<file path="src/rtl/instr_sequencer_if.sv">
// Receiver-to-sequencer bus for instr_sequencer: instruction word handshake plus
// servo position outputs and status flags.
interface instr_sequencer_if;
  logic [9:0]  instruction;
  logic        full;
  logic        rx_clear;
  logic [23:0] pos;
  logic [3:0]  upd;
  logic        busy;
  logic        overrun;

  modport master (
    output instruction, full,
    input  rx_clear, pos, upd, busy, overrun
  );

  modport slave (
    input  instruction, full,
    output rx_clear, pos, upd, busy, overrun
  );
endinterface

</file>
<file path="src/rtl/instr_sequencer.sv">
// Servo instruction sequencer: executes NOP/SET/STEP/HOME words from a serial
// receiver with a hold-off between instructions and a one-word pending buffer.
// Optional macro SEQ_STEP_SAT_EN: saturate STEP results to 0..63 instead of wrapping.
module instr_sequencer #(
  parameter int unsigned CENTRE      = 32,
  parameter int unsigned HOLD_CYCLES = 4
) (
  input  logic             clk,
  input  logic             reset_n,
  instr_sequencer_if.slave bus
);

  localparam int unsigned PW     = 6;
  localparam int unsigned NSERVO = 4;
  localparam int unsigned IW     = 10;
  localparam int unsigned CW     = 8;
  localparam int unsigned POSW   = PW * NSERVO;
  localparam logic [PW-1:0] HOME_POS  = PW'(CENTRE);
  localparam logic [CW-1:0] HOLD_LAST = CW'(HOLD_CYCLES - 1);

  typedef enum logic [1:0] {IDLE, EXEC, HOLD} state_t;

  state_t            state_q, state_d;
  logic              full_q;
  logic [IW-1:0]     instr_q, instr_d;
  logic              instr_vld_q, instr_vld_d;
  logic [IW-1:0]     pend_q, pend_d;
  logic              pend_vld_q, pend_vld_d;
  logic [CW-1:0]     cnt_q, cnt_d;
  logic [POSW-1:0]   pos_q, pos_d;
  logic [NSERVO-1:0] upd_q, upd_d;
  logic              rx_clear_q, rx_clear_d;
  logic              busy_q, busy_d;
  logic              overrun_q, overrun_d;
  logic              accept;
  logic              do_exec;
  logic [IW-1:0]     exec_word;

  // Position plus sign-extended 6-bit offset, 7-bit intermediate
  function automatic logic [PW-1:0] step_pos(input logic [PW-1:0] p, input logic [PW-1:0] v);
`ifdef SEQ_STEP_SAT_EN
    logic [PW:0] sum;
    sum = {1'b0, p} + {v[PW-1], v};
    if (sum[PW] && sum[PW-1])
      step_pos = '0;
    else if (sum[PW])
      step_pos = '1;
    else
      step_pos = sum[PW-1:0];
`else
    step_pos = p + v;
`endif
  endfunction

  assign accept = bus.full & ~full_q;

  // Next-state and registered-output logic
  always_comb begin
    state_d     = state_q;
    instr_d     = instr_q;
    instr_vld_d = instr_vld_q;
    pend_d      = pend_q;
    pend_vld_d  = pend_vld_q;
    cnt_d       = cnt_q;
    pos_d       = pos_q;
    upd_d       = '0;
    rx_clear_d  = 1'b0;
    overrun_d   = overrun_q;
    do_exec     = 1'b0;
    exec_word   = instr_q;

    case (state_q)
      IDLE: begin
        if (pend_vld_q) begin
          // Pending word was latched long ago, so it executes on this very edge
          exec_word   = pend_q;
          do_exec     = 1'b1;
          pend_vld_d  = 1'b0;
          instr_vld_d = 1'b0;
          state_d     = EXEC;
        end else if (accept) begin
          instr_d     = bus.instruction;
          instr_vld_d = 1'b1;
          state_d     = EXEC;
        end
      end
      EXEC: begin
        do_exec     = instr_vld_q;
        instr_vld_d = 1'b0;
        cnt_d       = HOLD_LAST;
        state_d     = HOLD;
      end
      HOLD: begin
        if (cnt_q == '0)
          state_d = IDLE;
        else
          cnt_d = cnt_q - CW'(1);
      end
      default: state_d = IDLE;
    endcase

    // Words that cannot start immediately go to the pending slot or are dropped
    if (accept && !(state_q == IDLE && !pend_vld_q)) begin
      if (!pend_vld_q || state_q == IDLE) begin
        pend_d     = bus.instruction;
        pend_vld_d = 1'b1;
      end else begin
        overrun_d = 1'b1;
      end
    end

    if (do_exec) begin
      rx_clear_d = 1'b1;
      case (exec_word[9:8])
        2'b01: begin
          for (int n = 0; n < int'(NSERVO); n++) begin
            if (exec_word[7:6] == 2'(n)) begin
              pos_d[n*PW +: PW] = exec_word[5:0];
              upd_d[n]          = 1'b1;
            end
          end
        end
        2'b10: begin
          for (int n = 0; n < int'(NSERVO); n++) begin
            if (exec_word[7:6] == 2'(n)) begin
              pos_d[n*PW +: PW] = step_pos(pos_q[n*PW +: PW], exec_word[5:0]);
              upd_d[n]          = 1'b1;
            end
          end
        end
        2'b11: begin
          pos_d = {NSERVO{HOME_POS}};
          upd_d = '1;
        end
        default: ;
      endcase
    end

    busy_d = (state_d != IDLE) || pend_vld_d;
  end

  // State and output registers
  always_ff @(posedge clk or negedge reset_n) begin
    if (!reset_n) begin
      state_q     <= IDLE;
      full_q      <= 1'b0;
      instr_q     <= '0;
      instr_vld_q <= 1'b0;
      pend_q      <= '0;
      pend_vld_q  <= 1'b0;
      cnt_q       <= '0;
      pos_q       <= {NSERVO{HOME_POS}};
      upd_q       <= '0;
      rx_clear_q  <= 1'b0;
      busy_q      <= 1'b0;
      overrun_q   <= 1'b0;
    end else begin
      state_q     <= state_d;
      full_q      <= bus.full;
      instr_q     <= instr_d;
      instr_vld_q <= instr_vld_d;
      pend_q      <= pend_d;
      pend_vld_q  <= pend_vld_d;
      cnt_q       <= cnt_d;
      pos_q       <= pos_d;
      upd_q       <= upd_d;
      rx_clear_q  <= rx_clear_d;
      busy_q      <= busy_d;
      overrun_q   <= overrun_d;
    end
  end

  assign bus.pos      = pos_q;
  assign bus.upd      = upd_q;
  assign bus.rx_clear = rx_clear_q;
  assign bus.busy     = busy_q;
  assign bus.overrun  = overrun_q;

endmodule

</file>
<file path="src/flat_wrapper.sv">
// flat-port wrapper written by rule: the top's interface ports become plain ports
module instr_sequencer_flat 
#(
  parameter int unsigned CENTRE      = 32,
  parameter int unsigned HOLD_CYCLES = 4
)
  (clk, reset_n, bus_instruction, bus_full, bus_rx_clear, bus_pos, bus_upd, bus_busy, bus_overrun);
  instr_sequencer_if bus_i ();
  input  logic clk;
  input  logic reset_n;
  input wire logic [$bits(bus_i.instruction)-1:0] bus_instruction;
  input wire logic [$bits(bus_i.full)-1:0] bus_full;
  output wire logic [$bits(bus_i.rx_clear)-1:0] bus_rx_clear;
  output wire logic [$bits(bus_i.pos)-1:0] bus_pos;
  output wire logic [$bits(bus_i.upd)-1:0] bus_upd;
  output wire logic [$bits(bus_i.busy)-1:0] bus_busy;
  output wire logic [$bits(bus_i.overrun)-1:0] bus_overrun;
  assign bus_i.instruction = bus_instruction;
  assign bus_i.full = bus_full;
  assign bus_rx_clear = bus_i.rx_clear;
  assign bus_pos = bus_i.pos;
  assign bus_upd = bus_i.upd;
  assign bus_busy = bus_i.busy;
  assign bus_overrun = bus_i.overrun;
  instr_sequencer #(.CENTRE(CENTRE), .HOLD_CYCLES(HOLD_CYCLES)) u_core (.clk(clk), .reset_n(reset_n), .bus(bus_i));
endmodule
</file>
<file path="config.mk">
export PLATFORM = sky130hd
export DESIGN_NAME = instr_sequencer_flat
export DESIGN_NICKNAME = d
export VERILOG_FILES = /design/src/rtl/instr_sequencer_if.sv /design/src/rtl/instr_sequencer.sv /design/src/flat_wrapper.sv
export SDC_FILE = /design/constraint.sdc
export NUM_CORES = 1
export LEC_CHECK = 0
export CORE_UTILIZATION = 47
export DETAILED_ROUTE_END_ITERATION = 12
export GPL_TIMING_DRIVEN = 0
export PLACE_DENSITY = 0.81
export SLEW_MARGIN = 20
export SYNTH_ARGS = -nofsm -noshare
export SYNTH_HDL_FRONTEND = slang
export SYNTH_SLANG_ARGS = --single-unit
</file>
<file path="constraint.sdc">
create_clock -name clk -period 3.4 [get_ports clk]
set_clock_uncertainty 0.2 [all_clocks]
set_input_delay 0.68 -clock clk [delete_from_list [all_inputs] [get_ports clk]]
set_output_delay 0.68 -clock clk [all_outputs]
set_load 0.01 [all_outputs]
</file>
; Word-level counts from Yosys, hierarchy flattened
; Index checks and enable logic that the tools add are counted.
; Widths: inputs -> output; s select.
[totals]
ff_bits = 64
latchBits = 0
mem_bits_rw = 0
rom_bits = 0
input_bits = 13
output_inout_bits = 31
word_cells = 97
mem_count = 0
[op_classes]
n_addsub = 5
multipliers = 0
n_div = 0
magnitude_cmp = 0
eq_ne = 18
n_shift = 0
n_mux = 32
bitwise_logic = 4
n_reduce_logical = 23
[op_table]
columns = operator, count
row1 = $pmux 24 s3, 1
row2 = $mux 6, 8
row3 = $add 6x6->6, 4
row4 = $mux 10, 2
row5 = $ne 2x1->1 const B, 8
row6 = $pmux 8 s2, 1
row7 = $reduce_and 4->1, 4
row8 = $mux 1, 11
row9 = $eq 2x2->1 const B, 5
row10 = $logic_not 8->1, 1
row11 = $mux 8, 1
row12 = $pmux 4 s2, 1
row13 = $reduce_and 2->1, 4
row14 = $sub 8x1->8 const B, 1
row15 = $eq 2x1->1 const B, 3
row16 = $mux 2, 3
row17 = $pmux 2 s3, 1
row18 = $reduce_bool 2->1, 3
row19 = $logic_not 2->1, 2
row20 = $mux 4, 1
row21 = $pmux 1 s2, 2
row22 = $ne 3x1->1 const B, 1
row23 = $not 1->1, 3
row24 = $reduce_and 3->1, 1
row25 = other kinds (7), 10

; Logic depth before layout (Yosys ltp)
[depth]
depth_word = 7
mapped_depth = 12
ltp_nobuf = 10

; Least setup slack after synthesis
; Ideal clock, no wire load.
[synth_path]
kind = reg-to-reg
start = reg u_core.pend_vld_q
end = reg u_core.pos_q[23] (netlist: u_core.bus.pos[23])
setup_ns = 0.080
arrival_ns = 2.960
required_time_ns = 3.120
setup_slack_ns = 0.161
stages_incl_launch_ff = 12
n_path_buf = 2
cell_sequence = dfrtp_1 > buf_6 > nor3b_4 > buf_6 > mux2i_1 > inv_1 > ha_1 > a211oi_1 > o21a_1 > or2_2 > o211a_1 > o22a_1
[synth_between]
elab_chain_cells = 5
word_cells_on_any_way = 16
classes_between = 1 x add/sub / 6 x eq/ne / 7 x mux / 2 x reduce/logical
[synth_lines]
columns = item, line_no
row1 = start: declaration, instr_sequencer.sv:28  ; logic pend_vld_q, pend_vld_d;
row2 = start signal: assignment, instr_sequencer.sv:163  ; pend_vld_q <= pend_vld_d;
row3 = $mux 10, instr_sequencer.sv:74  ; if (pend_vld_q) begin
row4 = $mux 10, instr_sequencer.sv:72  ; case (state_q)
row5 = "$add 6x6->6, or another cell as far along", instr_sequencer.sv:51  ; step_pos = p + v;
row6 = "$mux 6, or another cell as far along", instr_sequencer.sv:125  ; if (exec_word[7:6] == 2'(n)) begin
row7 = $pmux 24 s3 / $reduce_and 4->1 (equally long branches), -
row8 = end signal: assignment, instr_sequencer.sv:152  ; pos_q <= {NSERVO{HOME_POS}};
row9 = end signal: assignment, instr_sequencer.sv:165  ; pos_q <= pos_d;
row10 = end: declaration, instr_sequencer.sv:30  ; logic [POSW-1:0] pos_q, pos_d;
; Several ways; a longest one is shown, not always the timed one. The select of a mux whose other input is x is not followed.
; A chain may end at the register's enable or synchronous reset.

; Final worst setup path
[layout_path]
start = reg u_core.state_q[1]
end = reg u_core.pos_q[15] (netlist: u_core.bus.pos[15])
[layout_between]
elab_chain_cells = 5
word_cells_on_any_way = 16
classes_between = 1 x add/sub / 7 x eq/ne / 5 x mux / 3 x reduce/logical
[layout_lines]
columns = item, line_no
row1 = start: declaration, instr_sequencer.sv:23  ; state_t state_q, state_d;
row2 = start signal: assignment, instr_sequencer.sv:158  ; state_q <= state_d;
row3 = $logic_not 2->1, instr_sequencer.sv:72
row4 = $mux 10, instr_sequencer.sv:72
row5 = "$add 6x6->6, or another cell as far along", instr_sequencer.sv:51
row6 = "$mux 6, or another cell as far along", instr_sequencer.sv:125
row7 = $pmux 24 s3 / $reduce_and 4->1 (equally long branches), -
; Several ways; a longest one is shown, not always the timed one. The select of a mux whose other input is x is not followed.

==> metrics.json <==
{
  "number_of_maximum_capacitance_violations": {"value": 0},
  "yosysTopAreaCell": {"value": "sky130_fd_sc_hd__dfrtp_1"},
  "boundaryPins": {"value": 44},
  "row_count": {"value": 32},
  "netlist-cell-type-count": {"value": 52},
  "leading_cell_types_in_the_layout_fill_and_taps_excluded": {"value": "sky130_fd_sc_hd__dfrtp_1, sky130_fd_sc_hd__clkdlybuf4s50_1, sky130_fd_sc_hd__nand2_1"},
  "grt_max_degree": {"value": 52},
  "dp_cells": {"value": 531},
  "horizontal_die_dimension": {"value": 93.0, "unit": "um"},
  "cp_endpoint_kind": {"value": "register"},
  "clock_power_share": {"value": 0.131},
  "hpwl": {"value": 6330, "unit": "um"},
  "final_antenna_net_count": {"value": 0},
  "multiInputGateArea": {"value": 2180, "unit": "um2"},
  "internal_power": {"value": 3.17, "unit": "mW"},
  "clock_tree.htree_level_count": {"value": 3},
  "first_pass_grt_wire_length": {"value": 14300, "unit": "um"},
  "worst_setup_path_startpoint": {"value": "u_core.state_q[1]"},
  "detailedPlace.worstSlack": {"value": -466, "unit": "ps"},
  "clock.fmax": {"value": 315, "unit": "MHz"},
  "path_class": {"value": "register to register"},
  "post_synthesis_sequential_element_count": {"value": 64},
  "first_iter_violations": {"value": 125},
  "final.fill_count": {"value": 672},
  "vdd_ir_drop_max": {"value": 0.000425, "unit": "V"},
  "clk_root_buffer_cell": {"value": "sky130_fd_sc_hd__clkbuf_8"},
  "finalCritPeriodShare": {"value": 0.932},
  "vias": {"value": 3151},
  "synth-edff-count": {"value": 0},
  "routed_wl": {"value": 8700, "unit": "um"},
  "yosysSeqAreaShare": {"value": 0.413},
  "powerDensity": {"value": 1190, "unit": "nW/um2"},
  "drive_gt1_frac": {"value": 0.174},
  "grt.overflow.total": {"value": 0},
  "place.gp.congestion": {"value": 0.849},
  "tritoncts": {"value": "yes"},
  "i_o_buffers": {"value": 43},
  "power.share.combinational": {"value": 0.617},
  "total_net_switching_power": {"value": 2.48, "unit": "mW"},
  "critical_path.reg2reg.startpoint": {"value": "u_core.state_q[1]"},
  "cpLargestDelayFamily": {"value": "buffers and inverters"},
  "post-route-cell-area": {"value": 4750, "unit": "um2"},
  "floorplan.die_area": {"value": 8650, "unit": "um2"},
  "worst-endpoint-required": {"value": 3410, "unit": "ps"},
  "start_kind": {"value": "register"},
  "inserted_clock_buffers": {"value": 9},
  "synth_top_cells_by_area": {"value": "sky130_fd_sc_hd__dfrtp_1, sky130_fd_sc_hd__ha_1, sky130_fd_sc_hd__mux2_2"},
  "number_of_search_and_repair_iterations_in_the_first_detailed_routing_pass": {"value": 4},
  "hold_path.startpoint": {"value": "u_core.bus.overrun"},
  "synth-warning-count": {"value": 0},
  "area_delta_synth_final": {"value": 22.2, "unit": "%"},
  "synth_cell_area": {"value": 3890, "unit": "um2"},
  "ys_async_rst_share": {"value": 1.00},
  "leakage": {"value": 2.02, "unit": "nW"},
  "maximum_buffer_depth_of_the_clock_tree": {"value": 2},
  "final_period_minus_worst_setup_slack": {"value": 3170, "unit": "ps"},
  "gr-usage-all-layers": {"value": 0.211},
  "synth_fp_nets": {"value": 427},
  "worst_slack": {"value": 230, "unit": "ps"},
  "worstSkewPairLatency": {"value": 350, "unit": "ps"},
  "synthesis.area_per_instance": {"value": 10.1, "unit": "um2"},
  "drc": {"value": 0},
  "crit_arrival": {"value": 3180, "unit": "ps"},
  "die_y": {"value": 93.0, "unit": "um"},
  "final_cell_count_no_fill": {"value": 549},
  "synth_top_area_frac": {"value": 0.386},
  "mostFrequentLayoutCell": {"value": "sky130_fd_sc_hd__dfrtp_1"},
  "finalSetupViolCount": {"value": 0},
  "design.core.area": {"value": 7850, "unit": "um2"},
  "first_global_vias": {"value": 3068},
  "placed_area": {"value": 4470, "unit": "um2"},
  "drv_slew": {"value": 0},
  "fin_setup_tns": {"value": 0, "unit": "ps"},
  "measured_slew_at_the_worst_slew_check_pin": {"value": 691, "unit": "ps"},
  "critical_path.cell_chain": {"value": "nor3b_4 > buf_6 > mux2i_1 > ha_1 > clkbuf_2 > nor2_1 > o31ai_2 > clkbuf_1 > o21ai_0"},
  "critical_path_buf_inv_count": {"value": 3},
  "starting_density_of_the_core": {"value": 0.496},
  "slew_headroom": {"value": 0.536},
  "post_detailed_route_via_to_cell_ratio": {"value": 5.74},
  "clkSlewWorstSetupHoldPaths": {"value": 70, "unit": "ps"},
  "antenna_violations_before_repair": {"value": 0},
  "run_status": {"value": "finished clean"},
  "area.sequential": {"value": 1610, "unit": "um2"},
  "critical-path-slowest-cell": {"value": "sky130_fd_sc_hd__dfrtp_1"},
  "hold_class": {"value": "register to register"},
  "route.detailed.wl_per_inst": {"value": 15.8, "unit": "um"},
  "n_antenna_cell": {"value": 0},
  "p_sw_frac": {"value": 0.439},
  "layout.nets": {"value": 485},
  "finalPower": {"value": 5.65, "unit": "mW"},
  "critical-path-max-stage-delay": {"value": 440, "unit": "ps"},
  "clock-sinks": {"value": 64},
  "post_synth_inst_count": {"value": 385},
  "postSynth.topFlopCell": {"value": "sky130_fd_sc_hd__dfrtp_1"},
  "finalHoldViolCount": {"value": 0},
  "sequentialPowerShare": {"value": 0.252},
  "critPathMaxFanout": {"value": 10}
}
==> what timing repair did <==
| action | 4_1_cts | 5_1_grt |
|---|---|---|
| endpoints found under the hold margin | 13 | 0 |
| pin swaps | 1 | 0 |
| hold buffers | 1 | 0 |
| setup endpoints to repair | 23 | 4 |
| resized for setup | 5 | 1 |
| setup buffers | 1 | 2 |
==> final timing paths <==
check                                     end  cells past startpoint  slack [ps]
max                        u_core.bus.pos[15]                      9         230
min                        u_core.bus.overrun                      1         290
max reg2reg                u_core.bus.pos[15]                      9         230
min reg2reg                u_core.bus.overrun                      1         290
max in group asynchronous   u_core.bus.pos[5]                      3        1920
min in group asynchronous  u_core.bus.pos[19]                      2         530
==> flip-flops by register name, summed over array words and instances (netlist names) <==
name and flops:
u_core.bus.pos 24, u_core.pend_q 10, u_core.cnt_q 8, u_core.instr_vld_q 1
u_core.bus.rx_clear 1, u_core.bus.overrun 1, u_core.state_q 2, u_core.full_q 1
u_core.pend_vld_q 1, u_core.bus.busy 1, u_core.instr_q 10, u_core.bus.upd 4
==> logic make-up (layout without fill, tap and decap cells) <==
| logic type | count (synthesis) | in the layout | share of synthesized area |
|---|---|---|---|
| adders and majority gates | 29 | 29 | 0.101 |
| xor gates and xnor gates | 10 | 10 | 0.0225 |
| muxes | 32 | 32 | 0.0900 |
| buffers and inverters | 28 | 90 | 0.0344 |
| DFF | 64 | 64 | 0.413 |
| AOI/OAI and AO/OA | 104 | 104 | 0.172 |
| and+or+nand+nor | 118 | 118 | 0.167 |
==> through the flow <==
| step | hold WS [ps] | util |
|---|---|---|
| after floorplan | 184 | - |
| after global placement | 283 | 0.567 |
| after detailed placement | 274 | 0.570 |
| after CTS | 300 | 0.603 |
| after global routing | 330 | 0.606 |
| final | 293 | 0.606 |
==> final cells by class <==
class	count	area share
multi-input cells	293	0.459
inverters	15	0.0118
clock inverters	5	0.0171
well taps	102	0.0268
plain buffers	12	0.0158
repair buffers	48	0.103
clock buffers	10	0.0290
flip-flops and latches	64	0.338
==> power by group through the flow <==
stage                     Clock [mW]  Sequential, mW  Combinational (mW)
after detailed placement           0            1.42                3.35
after global placement             0            1.40                3.21
after floorplan                    0            1.43                2.38
final                          0.739            1.42                3.49
after global routing           0.776            1.46                3.84
after CTS                      0.746            1.42                3.42
==> Yosys cell counts (5+ instances only) <==
master,instances
sky130_fd_sc_hd__dfrtp_1,60
sky130_fd_sc_hd__a31oi_1,9
sky130_fd_sc_hd__ha_1,25
sky130_fd_sc_hd__nand3_1,6
sky130_fd_sc_hd__o21ai_0,26
sky130_fd_sc_hd__nor3_1,10
sky130_fd_sc_hd__xnor2_1,9
sky130_fd_sc_hd__or2_2,5
sky130_fd_sc_hd__a21o_1,5
sky130_fd_sc_hd__a211oi_1,7
sky130_fd_sc_hd__clkbuf_1,5
sky130_fd_sc_hd__a21oi_1,30
sky130_fd_sc_hd__inv_1,15
sky130_fd_sc_hd__buf_2,5
sky130_fd_sc_hd__mux2_2,24
sky130_fd_sc_hd__mux2i_1,8
sky130_fd_sc_hd__nand2_1,32
sky130_fd_sc_hd__nor3b_1,6
sky130_fd_sc_hd__nor2b_1,7
sky130_fd_sc_hd__nor2_1,25
==> routing by layer <==
| layer | track usage | vias to the layer above | part of all wire |
|---|---|---|---|
| met1 | 0.277 | 1537 | 0.45 |
| met2 | 0.349 | 90 | 0.48 |
| met4 | 0.0692 | 0 | 0.016 |
| met5 | 0 | - | 0 |
| met3 | 0.0463 | 16 | 0.052 |
| li1 | - | 1508 | - |
Note: power is estimated with default switching activity, not from simulation.
